$ cat src/rtl/sdram_arb_pkg.sv
// -----------------------------------------------------------------------------
// sdram_arb_pkg
// Shared types and helpers for the SDRAM command arbiter.
//   arb_state_t  : arbiter FSM states (IDLE, ISSUE)
//   NumPortsMax  : largest supported requester count
//   TagWidth     : bits needed to name any requester (also the tag FIFO width)
//   rr_pick()    : round-robin selection starting one past the last winner
// -----------------------------------------------------------------------------
package sdram_arb_pkg;

    localparam int NumPortsMax = 4;
    localparam int TagWidth    = $clog2(NumPortsMax);

    typedef enum logic {
        IDLE  = 1'b0,
        ISSUE = 1'b1
    } arb_state_t;

    // Scan eligible ports starting at rr_ptr+1 (mod num_ports) and return the
    // first one found. The caller only uses the result when eligible is non-zero.
    function automatic logic [TagWidth-1:0] rr_pick(
        input logic [NumPortsMax-1:0] eligible,
        input logic [TagWidth-1:0]    rr_ptr,
        input int                     num_ports
    );
        logic [TagWidth-1:0] pick;
        logic [TagWidth-1:0] idx;
        logic                found;
        pick  = '0;
        idx   = '0;
        found = 1'b0;
        for (int k = 1; k <= NumPortsMax; k++) begin
            if (k <= num_ports) begin
                idx = TagWidth'((int'(rr_ptr) + k) % num_ports);
                if (!found && eligible[idx]) begin
                    pick  = idx;
                    found = 1'b1;
                end
            end
        end
        return pick;
    endfunction

endpackage

$ cat src/rtl/sdram_arb_tag_fifo.sv
// -----------------------------------------------------------------------------
// sdram_arb_tag_fifo
// Small synchronous FIFO remembering which requester issued each outstanding
// read, so returning read data can be steered back in order.
// Ports:
//   clk, rst_   : clock, asynchronous active-low reset (empties the FIFO)
//   push, din   : enqueue din
//   pop, dout   : dequeue; dout shows the oldest entry while not empty
//   full, empty : occupancy flags
// A push and a pop on the same edge both take effect, even when full.
// -----------------------------------------------------------------------------
module sdram_arb_tag_fifo #(
    parameter int Depth = 4,
    parameter int Width = 2
) (
    input  logic             clk,
    input  logic             rst_,
    input  logic             push,
    input  logic             pop,
    input  logic [Width-1:0] din,
    output logic [Width-1:0] dout,
    output logic             full,
    output logic             empty
);

    localparam int PtrWidth = (Depth > 1) ? $clog2(Depth) : 1;

    logic [Width-1:0]  mem [Depth];
    logic [PtrWidth-1:0] wr_ptr;
    logic [PtrWidth-1:0] rd_ptr;
    logic [PtrWidth:0]   count;
    logic                do_push;
    logic                do_pop;

    // A full FIFO still accepts a push when a pop frees a slot on the same edge.
    always_comb begin
        do_pop  = pop && !empty;
        do_push = push && (!full || do_pop);
        full    = (count == (PtrWidth+1)'(Depth));
        empty   = (count == '0);
        dout    = mem[rd_ptr];
    end

    // Pointers and occupancy; reset empties the FIFO without touching storage.
    always_ff @(posedge clk or negedge rst_) begin
        if (!rst_) begin
            wr_ptr <= '0;
            rd_ptr <= '0;
            count  <= '0;
        end else begin
            if (do_push) wr_ptr <= wr_ptr + 1'b1;
            if (do_pop)  rd_ptr <= rd_ptr + 1'b1;
            case ({do_push, do_pop})
                2'b10:   count <= count + 1'b1;
                2'b01:   count <= count - 1'b1;
                default: count <= count;
            endcase
        end
    end

    // Storage needs no reset: entries are only read between push and pop.
    always_ff @(posedge clk) begin
        if (do_push) mem[wr_ptr] <= din;
    end

endmodule

$ cat src/rtl/sdram_cmd_arbiter.sv
// -----------------------------------------------------------------------------
// sdram_cmd_arbiter
// Shares one SDRAM controller command port between NumPorts requesters.
// A winner is registered onto cmd* and held until cmdReady; reads remember
// their issuer in a tag FIFO so in-order read data goes back to the right port.
//
// Ports:
//   clk, rst_            : clock, asynchronous active-low reset
//   req_trigger/write    : per-port request and direction (held until req_ready)
//   req_addr/req_wdata   : per-port packed address / write data
//   req_ready            : per-port accept pulse (same cycle as cmdReady)
//   rsp_valid/rsp_data   : per-port read-data strobe, shared read data
//   cmdTrigger/cmdAddr/cmdWrite/cmdWriteData/cmdReady : controller command port
//   cmdReadData/cmdReadDataValid                      : controller read return
//   tag_err              : sticky, read data arrived with no outstanding read
//
// Build option: define SDRAM_ARB_FIXED_PRIO_EN for fixed priority (lowest
// eligible index wins); otherwise round-robin.
// -----------------------------------------------------------------------------
module sdram_cmd_arbiter
    import sdram_arb_pkg::*;
#(
    parameter int NumPorts  = 2,
    parameter int AddrWidth = 23,
    parameter int DataWidth = 16,
    parameter int TagDepth  = 4
) (
    input  logic                          clk,
    input  logic                          rst_,
    input  logic [NumPorts-1:0]           req_trigger,
    output logic [NumPorts-1:0]           req_ready,
    input  logic [NumPorts-1:0]           req_write,
    input  logic [NumPorts*AddrWidth-1:0] req_addr,
    input  logic [NumPorts*DataWidth-1:0] req_wdata,
    output logic [NumPorts-1:0]           rsp_valid,
    output logic [DataWidth-1:0]          rsp_data,
    input  logic                          cmdReady,
    output logic                          cmdTrigger,
    output logic [AddrWidth-1:0]          cmdAddr,
    output logic                          cmdWrite,
    output logic [DataWidth-1:0]          cmdWriteData,
    input  logic [DataWidth-1:0]          cmdReadData,
    input  logic                          cmdReadDataValid,
    output logic                          tag_err
);

    arb_state_t            state;
    logic [TagWidth-1:0]   grant;
    logic [TagWidth-1:0]   pick;
    logic [NumPorts-1:0]   eligible;
    logic                  tag_full;
    logic                  tag_empty;
    logic                  tag_push;
    logic                  tag_pop;
    logic [TagWidth-1:0]   tag_dout;
`ifndef SDRAM_ARB_FIXED_PRIO_EN
    logic [TagWidth-1:0]   rr_ptr;
`endif

    // A full tag FIFO only holds back reads; writes never need a tag.
    always_comb begin
        eligible = req_trigger & (req_write | {NumPorts{~tag_full}});
    end

`ifdef SDRAM_ARB_FIXED_PRIO_EN
    // Fixed priority: scanning downward leaves the lowest eligible index.
    always_comb begin
        pick = '0;
        for (int i = NumPorts - 1; i >= 0; i--) begin
            if (eligible[i]) pick = TagWidth'(i);
        end
    end
`else
    // Round-robin: start one past the port that won last.
    always_comb begin
        pick = rr_pick(NumPortsMax'(eligible), rr_ptr, NumPorts);
    end
`endif

    // Arbiter FSM: IDLE registers the winner onto the command port, ISSUE
    // holds it stable until the controller accepts it.
    always_ff @(posedge clk or negedge rst_) begin
        if (!rst_) begin
            state        <= IDLE;
            grant        <= '0;
            cmdTrigger   <= 1'b0;
            cmdAddr      <= '0;
            cmdWrite     <= 1'b0;
            cmdWriteData <= '0;
`ifndef SDRAM_ARB_FIXED_PRIO_EN
            rr_ptr       <= '0;
`endif
        end else begin
            case (state)
                IDLE: begin
                    if (|eligible) begin
                        grant        <= pick;
                        cmdAddr      <= req_addr[int'(pick)*AddrWidth +: AddrWidth];
                        cmdWrite     <= req_write[pick];
                        cmdWriteData <= req_wdata[int'(pick)*DataWidth +: DataWidth];
                        cmdTrigger   <= 1'b1;
                        state        <= ISSUE;
                    end
                end
                ISSUE: begin
                    if (cmdReady) begin
                        cmdTrigger <= 1'b0;
`ifndef SDRAM_ARB_FIXED_PRIO_EN
                        rr_ptr     <= grant;
`endif
                        state      <= IDLE;
                    end
                end
                default: state <= IDLE;
            endcase
        end
    end

    // The accept pulse mirrors cmdReady combinationally so the requester can
    // move on right after the accepting edge. Accepted reads record their issuer.
    always_comb begin
        req_ready = '0;
        if (state == ISSUE && cmdReady) req_ready = NumPorts'(1) << grant;
        tag_push = (state == ISSUE) && cmdReady && !cmdWrite;
        tag_pop  = cmdReadDataValid && !tag_empty;
    end

    // Read return: one registered cycle from controller data to the issuer.
    // Data with no outstanding tag is dropped and flagged until reset.
    always_ff @(posedge clk or negedge rst_) begin
        if (!rst_) begin
            rsp_valid <= '0;
            rsp_data  <= '0;
            tag_err   <= 1'b0;
        end else begin
            rsp_valid <= '0;
            if (tag_pop) begin
                rsp_valid <= NumPorts'(1) << tag_dout;
                rsp_data  <= cmdReadData;
            end
            if (cmdReadDataValid && tag_empty) tag_err <= 1'b1;
        end
    end

    sdram_arb_tag_fifo #(
        .Depth (TagDepth),
        .Width (TagWidth)
    ) u_tag_fifo (
        .clk   (clk),
        .rst_  (rst_),
        .push  (tag_push),
        .pop   (tag_pop),
        .din   (grant),
        .dout  (tag_dout),
        .full  (tag_full),
        .empty (tag_empty)
    );

endmodule

$ cat config.mk
export PLATFORM = sky130hd
export DESIGN_NAME = sdram_cmd_arbiter
export DESIGN_NICKNAME = d
export VERILOG_FILES = /design/src/rtl/sdram_arb_pkg.sv /design/src/rtl/sdram_arb_tag_fifo.sv /design/src/rtl/sdram_cmd_arbiter.sv
export SDC_FILE = /design/constraint.sdc
export NUM_CORES = 1
export LEC_CHECK = 0
export ABC_AREA = 1
export CAP_MARGIN = 20
export CORE_ASPECT_RATIO = 1.5
export CORE_MARGIN = 5
export CORE_UTILIZATION = 46
export CTS_CLUSTER_DIAMETER = 80
export DETAILED_ROUTE_END_ITERATION = 6
export GPL_ROUTABILITY_DRIVEN = 0
export HOLD_SLACK_MARGIN = 0.02
export PLACE_DENSITY = 0.87
export SLEW_MARGIN = 40
export SYNTH_ARGS = -nofsm -noshare
export SYNTH_HDL_FRONTEND = slang
export SYNTH_SLANG_ARGS = --single-unit
$ cat constraint.sdc
create_clock -name clk -period 2.5 [get_ports clk]
set_input_delay 0.375 -clock clk [delete_from_list [all_inputs] [get_ports clk]]
set_output_delay 0.375 -clock clk [all_outputs]
set_load 0.005 [all_outputs]
==> results.rst, run 1 <==
.. list-table::
   :header-rows: 1

   * - Metric
     - Value
   * - Status
     - finished clean
   * - Normalized max-slew margin
     - between 50% and 60%
   * - Number of buffers added by the clock tree synthesis step
     - 9
   * - Net count reported at finish
     - 728
   * - Count of buffer and inverter cells on the critical path
     - 2
   * - Most Frequent Cell on Critical Path
     - clkdlybuf4s50_1
   * - Detailed-routing wirelength on met1
     - 3950 um
   * - Combinational cell fraction of total power
     - 44.3%
   * - Slowest stage cell on the critical path
     - clkdlybuf4s50_1
   * - Clock-pin slew of the registers on the worst-case setup and hold paths
     - approximately 0.060 ns
   * - Largest stage delay on the critical path
     - 0.54 ns
   * - Net Sw Frac
     - 35.3%
   * - Initial antenna violation count
     - 0
   * - Final Power
     - 5.76 mW
   * - Half-perimeter wire length after placement
     - 7880 um
   * - Iteration-0 DRC Markers
     - 255
   * - Congestion Overflow GR
     - 0
   * - Setup-violating endpoint count in the final report
     - 0
   * - Clock tree from TritonCTS
     - built
   * - DRT antenna net count
     - 0
   * - Synth Warn #
     - 0
   * - Sequential power share
     - ~36%
   * - P_int
     - 3.73 mW
   * - Clock insertion delay at the later pin of the skew report
     - between 0.3 and 0.4 ns
   * - Vias in the first global route
     - 3548
   * - PostCTS Resize Cnt
     - 0
   * - Post-CTS setup-driven buffer insertion count
     - 0
   * - First-pass GRT wire length
     - 17000 um
   * - Initial core utilization
     - around 47%
   * - Antenna Cells
     - 0
   * - Setup WS pre-CTS
     - ~0.28 ns
   * - Count of vias placed by the detailed router
     - around 3600
   * - DP Cell Count
     - roughly 700
   * - Chip Width
     - 83.6 um
   * - Pwr/cell area
     - 1010 nW/um^2
   * - Transition time at the pin with the least slew margin
     - 0.620 ns
   * - Share of cells above drive strength 1
     - 4.79%
   * - Number of storage elements in the synthesis netlist
     - 74
   * - Sequential fraction of the synthesis area
     - about 50%
   * - Biggest fanout along the worst timing path
     - 6
   * - Achievable clock frequency
     - between 400 and 500 MHz
   * - Y dimension of the die
     - approximately 120 um
   * - Post-synthesis cell type with the largest combined area
     - dfrtp_1
   * - Data arrival, critical path
     - 1.73 ns
   * - Largest net degree at the start of global routing
     - 71
   * - Buffers on Ports
     - 163
   * - Area share of the largest cell type after synthesis
     - 46.9%
   * - Cell row count
     - 40
   * - Max layer used
     - met4
   * - Max-slew violation count
     - 0
   * - Count of hold-fix buffers inserted at cts
     - 0
   * - Psw
     - 2.03 mW
   * - Syn_area_per_cell
     - between 8 and 9 um^2
   * - Area inside the core boundary
     - 7960 um^2
   * - Final clock skew
     - around 0.011 ns
   * - Setup tns final
     - 0 ns
   * - Min-Delay Path Class
     - in2async
   * - Vias/cell
     - 4.94
   * - Crit path time final
     - 2.11 ns
   * - Routed length per instance
     - 14.6 um
   * - Reported leakage power
     - 2.80 nW
   * - Synth cell types
     - 27
   * - Maximum buffer depth of the clock tree
     - 2
   * - Number of max-capacitance violations reported
     - 0
   * - Share of synthesized registers carrying an async set or reset
     - 94.6%
   * - Critical Path, Cell by Cell
     - clkdlybuf4s50_1 > nand2_1 > nor2_1 > clkdlybuf4s50_1
   * - Maximum VDD drop
     - 0.000687 V
   * - RSZ-0062 raised after global routing
     - no
   * - Buffer cell driving the clock tree root
     - clkbuf_16
   * - CP Class
     - in2out
   * - Met3 wire len
     - 608 um
   * - Worst path setup slack after routing
     - slightly below 0.4 ns
   * - Commonest non-fill, non-tap cell in the layout
     - nand2_1
   * - Drt drc
     - 0
   * - Final Hold Fails
     - 0
   * - Number of instances in the synthesized netlist
     - 465
   * - Number of top-level pins
     - 164
   * - Relative contribution of the clock network to total power
     - 19.7%
   * - CP Launch Type
     - primary input
   * - Signed area change from the synthesized netlist to the final layout
     - 52.2%
   * - Cell Area, Synth
     - 3740 um^2
   * - H-Tree Depth
     - 3
   * - Sink Count
     - 74
   * - Number of enable flip-flop cells after synthesis
     - 4
   * - Cell family contributing the most delay on the critical path
     - buffers and inverters
   * - Syn_nets
     - 572
   * - Share of the clock period used by the worst path
     - between 80% and 90%
   * - Critical path data required time
     - 2.12 ns
   * - Total Die Area
     - 10100 um^2
   * - Total Wirelength
     - between 10000 and 15000 um
   * - Cells taking the most area after synthesis
     - dfrtp_1, nand2_1, nand3b_1, nand3_1, inv_1
   * - Synth Flop Type
     - dfrtp_1
   * - Met2 layer wire length in the routed design
     - 5810 um
   * - Most used cells in the layout excluding fill and tap cells
     - nand2_1, clkdlybuf4s50_1, dfrtp_1
   * - DRT Pass-1 Iters
     - 5
   * - All-layer global routing usage
     - 21.1%
   * - Post-layout instance count excluding filler cells
     - roughly 730
   * - CP endpoint kind
     - output port
cells by family (layout without fill, tap and decap cells):
group | Yosys count | after routing | synth area share, %
simple gates | 291 | 291 | 35.6
buf+inv | 82 | 243 | 9.98
flops | 74 | 74 | 50.1
compound gates | 10 | 10 | 1.74
fa+ha+maj | 5 | 5 | 1.87
xor+xnor | 3 | 3 | 0.703
per-layer routing:
layer	track usage [%]	vias to the layer above
li1	-	1743
met1	23.2	1711
met2	38.6	130
met3	4.02	25
met4	10.3	0
met5	0	-
layout make-up:
type	instances	area [um^2]
fill	609	2270
sequential	74	1870
timing repair buffer	169	1700
multi-input combinational	309	1500
clock buffer	10	229
inverter	58	218
tap	105	131
clock inverter	6	33.8
cells in the mapped netlist (2+ instances only):
library cell / count
nand2_1: 185
dfrtp_1: 70
inv_1: 57
nand3_1: 47
nand3b_1: 39
buf_4: 14
nor2_1: 12
buf_2: 10
edfxtp_1: 4
ha_1: 4
a21oi_1: 3
xor2_1: 3
nand2_2: 2
o21ai_0: 2
power by group through the flow:
stage | sequential (mW) | combinational [mW] | clock (mW)
floorplan | 2.07 | 1.19 | 0
global placement | 2.05 | 2.47 | 0
detailed placement | 2.08 | 2.58 | 0
CTS | 2.07 | 2.60 | 1.16
global route | 2.13 | 2.81 | 1.20
finish | 2.07 | 2.55 | 1.14
per-stage QoR:
step                instance area (um^2)  utilization, %  hold slack [ns]
floorplan                           3740               -           0.0794
global placement                    5420            68.1            0.457
detailed placement                  5420            68.1            0.458
CTS                                 5680            71.4            0.196
global route                        5690            71.5           0.0984
finish                              5690            71.5           0.0464
worst paths after layout:
path                       startpoint                  end  slack (ns)  depth (start not counted)
max                          cmdReady         req_ready[1]        0.39                          4
min                              rst_      cmdWriteData[2]        0.05                          1
max reg2reg                     state  u_tag_fifo.count[2]        0.66                         11
min reg2reg                   tag_err              tag_err        0.47                          1
max in group asynchronous        rst_          cmdAddr[10]        2.02                          1
min in group clk              tag_err              tag_err        0.47                          1
sequential cells by signal, summed over array words and instances, names as in the netlist, 2 cells and up:
| signal | cells |
|---|---|
| cmdAddr | 23 |
| cmdWriteData | 16 |
| rsp_data | 16 |
| rsp_valid | 2 |
| u_tag_fifo.count | 3 |
| u_tag_fifo.mem | 4 |
| u_tag_fifo.rd_ptr | 2 |
| u_tag_fifo.wr_ptr | 2 |
No activity file was read; power rests on OpenSTA's default activity.
==> inputs of run 2 (changes only) <==
- CORE_UTILIZATION: 46 -> 38
- PLACE_DENSITY: 0.87 -> 0.76
- clock period: 2.5 -> 1.8 ns (I/O delays scaled with it)
==> results.rst, run 2 (same netlist as run 1, synthesis figures left out) <==
.. list-table::
   :header-rows: 1

   * - Metric
     - Value
   * - Largest register FFs
     - 23
   * - Total Wirelength
     - 10500 um
   * - Status
     - finished clean
   * - Iteration-0 DRC Markers
     - 180
   * - CP endpoint kind
     - flip-flop
   * - Relative contribution of the clock network to total power
     - between 20% and 30%
   * - Routed length per instance
     - between 10 and 15 um
   * - Reported leakage power
     - 2.91 nW
   * - Slowest stage cell on the critical path
     - dfrtp_1
   * - Most Frequent Cell on Critical Path
     - nand2_1
   * - Clock tree from TritonCTS
     - built
   * - Cell row count
     - 44
   * - Global-route track usage on met1
     - 19.4%
   * - Final Hold Fails
     - 0
   * - Buffers on Ports
     - ~160
   * - Largest net degree at the start of global routing
     - 40
   * - Half-perimeter wire length after placement
     - 8040 um
   * - DRT antenna net count
     - 0
   * - DRT Pass-1 Iters
     - 6
   * - Register ranked first by flip-flop count
     - cmdAddr
   * - Top flop regs
     - cmdAddr (23), cmdWriteData (16), rsp_data (16)
   * - Clock-pin slew of the registers on the worst-case setup and hold paths
     - roughly 0.060 ns
   * - Met3 GRT Util
     - about 5.1%
   * - Share of cells above drive strength 1
     - 7.05%
   * - Chip Width
     - 91.0 um
   * - Filler Cell Count
     - 809
   * - Largest stage delay on the critical path
     - 0.44 ns
   * - Most used cells in the layout excluding fill and tap cells
     - nand2_1, clkdlybuf4s50_1, dfrtp_1
   * - Number of max-capacitance violations reported
     - 0
   * - Final Power
     - 8.45 mW
   * - Drt drc
     - 0
   * - Count of vias placed by the detailed router
     - 3533
   * - All-layer global routing usage
     - 17.5%
   * - Share of the clock period used by the worst path
     - 93.0%
   * - Reg2reg start
     - state
   * - Startpoint of the most critical setup path
     - state
   * - Final clock skew
     - 0.00802 ns
   * - Combinational cell fraction of total power
     - 43.2%
   * - Buffer cell driving the clock tree root
     - clkbuf_16
   * - Initial core utilization
     - between 30% and 40%
   * - Critical path data required time
     - 2.02 ns
   * - Met2 Resource Use GR
     - 31.8%
   * - Biggest fanout along the worst timing path
     - 3
   * - Number of top-level pins
     - roughly 160
   * - Psw
     - 2.85 mW
   * - P_int
     - between 5 and 6 mW
   * - Setup-violating endpoint count in the final report
     - 0
   * - Achievable clock frequency
     - about 600 MHz
   * - Area inside the core boundary
     - 9630 um^2
   * - Signed area change from the synthesized netlist to the final layout
     - 57.9%
   * - RSZ-0062 raised after global routing
     - no
   * - Antenna Cells
     - 0
   * - Critical Path, Cell by Cell
     - nand2_2 > nor2_2 > inv_1 > nand2_1 > fa_1 > inv_1 > nand4_1 > nand2_1 > nand2_1 > nand2_1 > inv_1
   * - Crit path time final
     - 1.67 ns
   * - Clock insertion delay at the later pin of the skew report
     - ~0.33 ns
   * - Normalized max-slew margin
     - 69.2%
   * - Initial antenna violation count
     - 0
   * - Cell Area, Placed
     - 5570 um^2
   * - Maximum VDD drop
     - 0.000760 V
   * - Maximum buffer depth of the clock tree
     - 2
   * - Min-Delay Path Class
     - in2async
   * - Data arrival, critical path
     - 1.90 ns
   * - Sink Count
     - 74
   * - Utilization after layout
     - 61.2%
   * - Net Sw Frac
     - 33.7%
   * - Commonest non-fill, non-tap cell in the layout
     - nand2_1
   * - Total Die Area
     - 12000 um^2
   * - Vias in the first global route
     - 3582
   * - CP Launch Type
     - flip-flop
   * - Vias/cell
     - 4.69
   * - Congestion Overflow GR
     - 0
   * - H-Tree Depth
     - 3
   * - Transition time at the pin with the least slew margin
     - 0.463 ns
   * - Pwr/cell area
     - 1430 nW/um^2
   * - Final design instance area without fill
     - 5900 um^2
   * - First-pass GRT wire length
     - 17200 um
   * - Post-CTS setup-driven buffer insertion count
     - 0
   * - Number of buffers added by the clock tree synthesis step
     - 9
   * - Worst hold slack after final layout
     - 0.439 ns
   * - Y dimension of the die
     - 131 um
   * - CP Class
     - reg2reg
   * - Setup slack, reg-to-reg
     - about 0.13 ns
   * - Most crowded layer after global routing
     - met2
   * - Max-slew violation count
     - 0
   * - Net count reported at finish
     - 740
   * - Sequential power share
     - 33.9%
## run 2: final cells by class
type | instances | area (um^2) | share of cell area, %
clock buffer | 9 | 225 | 3.82
clock inverter | 7 | 100 | 1.70
timing repair buffer | 181 | 1840 | 31.2
multi-input combinational | 309 | 1500 | 25.5
tap | 115 | 144 | 2.44
sequential | 74 | 1870 | 31.7
inverter | 58 | 218 | 3.69
## run 2: repair_timing
item                                   4_1_cts  5_1_grt
setup endpoints to repair                    2        0
hold buffers                                 1        0
endpoints found under the hold margin       35        0
gates resized for setup                      3        0
## run 2: layer usage
metal | routed length, um | vias up
li1 | - | 1775
met1 | 4010 | 1637
met2 | 5710 | 113
met3 | 684 | 8
met4 | 118 | 0
met5 | 0 | -
## run 2: metrics by stage
stage	setup slack [ns]	std cells	TNS, ns
floorplan	0.246	465	0
detailed placement	-0.131	736	-0.205
global placement	-0.108	736	-0.193
CTS	0.146	753	0
finish	0.126	753	0
global route	0.00520	753	0
## run 2: power by group through the flow
stage                     clock [mW]  sequential, mW  combinational (mW)
after floorplan                    0            2.87                1.65
final                           1.93            2.87                3.66
after detailed placement           0            2.88                3.71
after global placement             0            2.85                3.62
after global routing            2.06            2.96                4.06
after CTS                       1.97            2.87                3.72
## run 2: path summary, 6_finish.rpt
kind / end / cells past startpoint
worst max-delay path: u_tag_fifo.count[2] / 11
worst min-delay path: u_tag_fifo.count[0] / 2
worst max register to register: u_tag_fifo.count[2] / 11
worst min register to register: cmdAddr[2] / 2
max in group asynchronous: cmdWriteData[15] / 3
min in group clk: cmdAddr[2] / 2
## run 2: critical path, delay by kind of cell, from the launching register on
family	cells	cell delay, ns
buffers and inverters	3	0.19
and+or+nand+nor	7	0.57
adders and majority gates	1	0.39
DFF	1	0.44
==> inputs of run 3 (changes only) <==
- CORE_UTILIZATION: 38 -> 42
- PLACE_DENSITY: 0.76 -> 0.8
- clock period: 1.8 -> 1.9 ns (I/O delays scaled with it)
==> results.rst, run 3 (same netlist as run 1, synthesis figures left out) <==
.. list-table::
   :header-rows: 1

   * - Metric
     - Value
   * - Number of top-level pins
     - 164
   * - Cell Area, Placed
     - ~5500 um^2
   * - Reported leakage power
     - 2.89 nW
   * - Met3 wire len
     - 730 um
   * - Commonest non-fill, non-tap cell in the layout
     - nand2_1
   * - Most used cells in the layout excluding fill and tap cells
     - nand2_1, clkdlybuf4s50_1, dfrtp_1
   * - Number of buffers added by the clock tree synthesis step
     - 9
   * - Buffers on Ports
     - around 160
   * - Drt drc
     - 0
   * - Initial core utilization
     - 42.6%
   * - Signed area change from the synthesized netlist to the final layout
     - 56.4%
   * - Count of vias placed by the detailed router
     - 3597
   * - Status
     - finished clean
   * - Final Power
     - 7.86 mW
   * - Clock insertion delay at the later pin of the skew report
     - 0.33 ns
   * - DRT Pass-1 Iters
     - 5
   * - Crit path time final
     - 1.71 ns
   * - Register ranked first by flip-flop count
     - cmdAddr
   * - DRT antenna net count
     - 0
   * - Vias/cell
     - 4.83
   * - Largest register FFs
     - 23
   * - Buffer cell driving the clock tree root
     - clkbuf_16
   * - Cell row count
     - 42
   * - RSZ-0062 raised after global routing
     - no
   * - Total Wirelength
     - 10400 um
   * - Worst hold slack after final layout
     - 0.468 ns
   * - Vias in the first global route
     - 3694
   * - Chip Width
     - 87.0 um
   * - Filler Cell Count
     - 729
   * - Max layer used
     - met4
   * - Transition time at the pin with the least slew margin
     - 0.379 ns
   * - Share of the clock period used by the worst path
     - 90.1%
   * - Min-Delay Path Class
     - reg2reg
   * - Routed length per instance
     - 14.0 um
   * - Achievable clock frequency
     - between 500 and 600 MHz
   * - Final design instance area without fill
     - 5850 um^2
   * - Share of cells above drive strength 1
     - about 6.1%
   * - Normalized max-slew margin
     - between 70% and 80%
   * - Setup-violating endpoint count in the final report
     - 0
   * - Antenna Cells
     - 0
   * - Number of max-capacitance violations reported
     - 0
   * - Total Die Area
     - 10900 um^2
   * - Data arrival, critical path
     - slightly below 2 ns
   * - Initial antenna violation count
     - 0
   * - Net count reported at finish
     - approximately 740
   * - Y dimension of the die
     - between 100 and 150 um
   * - Clock-pin slew of the registers on the worst-case setup and hold paths
     - about 0.050 ns
   * - DP Cell Count
     - 727
   * - First-pass GRT wire length
     - 17200 um
   * - Pwr/cell area
     - 1340 nW/um^2
   * - Half-perimeter wire length after placement
     - 7790 um
   * - Iteration-0 DRC Markers
     - 154
   * - Sink Count
     - 74
   * - Final Hold Fails
     - 0
   * - Max-slew violation count
     - 0
   * - CP Class
     - reg2reg
   * - CP endpoint kind
     - flip-flop
   * - Critical path data required time
     - 2.12 ns
   * - Detailed-routing wirelength on met1
     - 3770 um
   * - Top flop regs
     - cmdAddr (23), cmdWriteData (16), rsp_data (16)
   * - Congestion Overflow GR
     - 0
   * - Maximum VDD drop
     - 0.000695 V
   * - Maximum buffer depth of the clock tree
     - 2
   * - Met2 layer wire length in the routed design
     - about 5700 um
   * - Final clock skew
     - about 0.0066 ns
   * - H-Tree Depth
     - 3
   * - Post-layout instance count excluding filler cells
     - 745
   * - All-layer global routing usage
     - 19.8%
   * - Clock tree from TritonCTS
     - built
   * - CP Launch Type
     - flip-flop
   * - Biggest fanout along the worst timing path
     - 5
   * - Area inside the core boundary
     - 8780 um^2
   * - Largest net degree at the start of global routing
     - 71
==> run 3: cell type report <==
cell class | count | area (um^2) | share of cell area [%]
Multi-Input combinational cell | 309 | 1500 | 25.7
Clock buffer | 14 | 264 | 4.52
Clock inverter | 2 | 35.0 | 0.599
Tap cell | 110 | 138 | 2.35
Inverter | 58 | 218 | 3.72
Sequential cell | 74 | 1870 | 32.0
Timing Repair Buffer | 178 | 1820 | 31.1
==> run 3: power breakdown <==
part | internal [mW] | total (mW) | leakage, nW | switching, mW
clock | 1.09 | 1.69 | 0.147 | 0.598
combinational | 1.86 | 3.45 | 1.86 | 1.59
sequential | 2.28 | 2.72 | 0.880 | 0.439
total | 5.23 | 7.86 | 2.89 | 2.63
==> run 3: routing by layer <==
layer  global-route usage (%)  vias up
li1                         -     1763
met1                     22.2     1690
met2                     34.9      126
met3                     5.13       18
met4                     8.26        0
met5                        0        -
==> run 3: stage by stage <==
stage	util [%]	setup slack, ns	setup TNS (ns)
after floorplan	-	0.346	0
after global placement	63.0	-0.0283	-0.0766
after detailed placement	63.0	-0.0656	-0.170
after CTS	66.6	0.199	0
after global routing	66.6	0.00524	0
final	66.6	0.188	0
==> run 3: final timing paths <==
path / start / end / slack (ns) / cells after the start
max: u_tag_fifo.count[2] / u_tag_fifo.count[2] / 0.19 / 12
min: tag_err / tag_err / 0.47 / 1
max reg2reg: u_tag_fifo.count[2] / u_tag_fifo.count[2] / 0.19 / 12
min reg2reg: tag_err / tag_err / 0.47 / 1
max in group asynchronous: rst_ / rsp_data[4] / 1.09 / 3
min in group asynchronous: rst_ / cmdWriteData[11] / 0.48 / 3
==> run 3: repair_timing <==
item | CTS | global route
hold endpoints to repair | 70 | 0
resized for setup | 3 | 0
buffers inserted | 1 | 0
setup endpoints to repair | 2 | 0
hold buffers | 1 | 0
==> run 3: worst max-delay path, cell delays in order (launching register included) <==
cell and delay [ns]:
dfrtp_1 0.44, inv_1 0.11, nand2_1 0.08, nand2_1 0.06
inv_1 0.07, nand2_1 0.07, fa_1 0.39, inv_1 0.07
nand4_1 0.11, nand2_1 0.08, nand2_1 0.04, nand2_1 0.06
inv_1 0.03
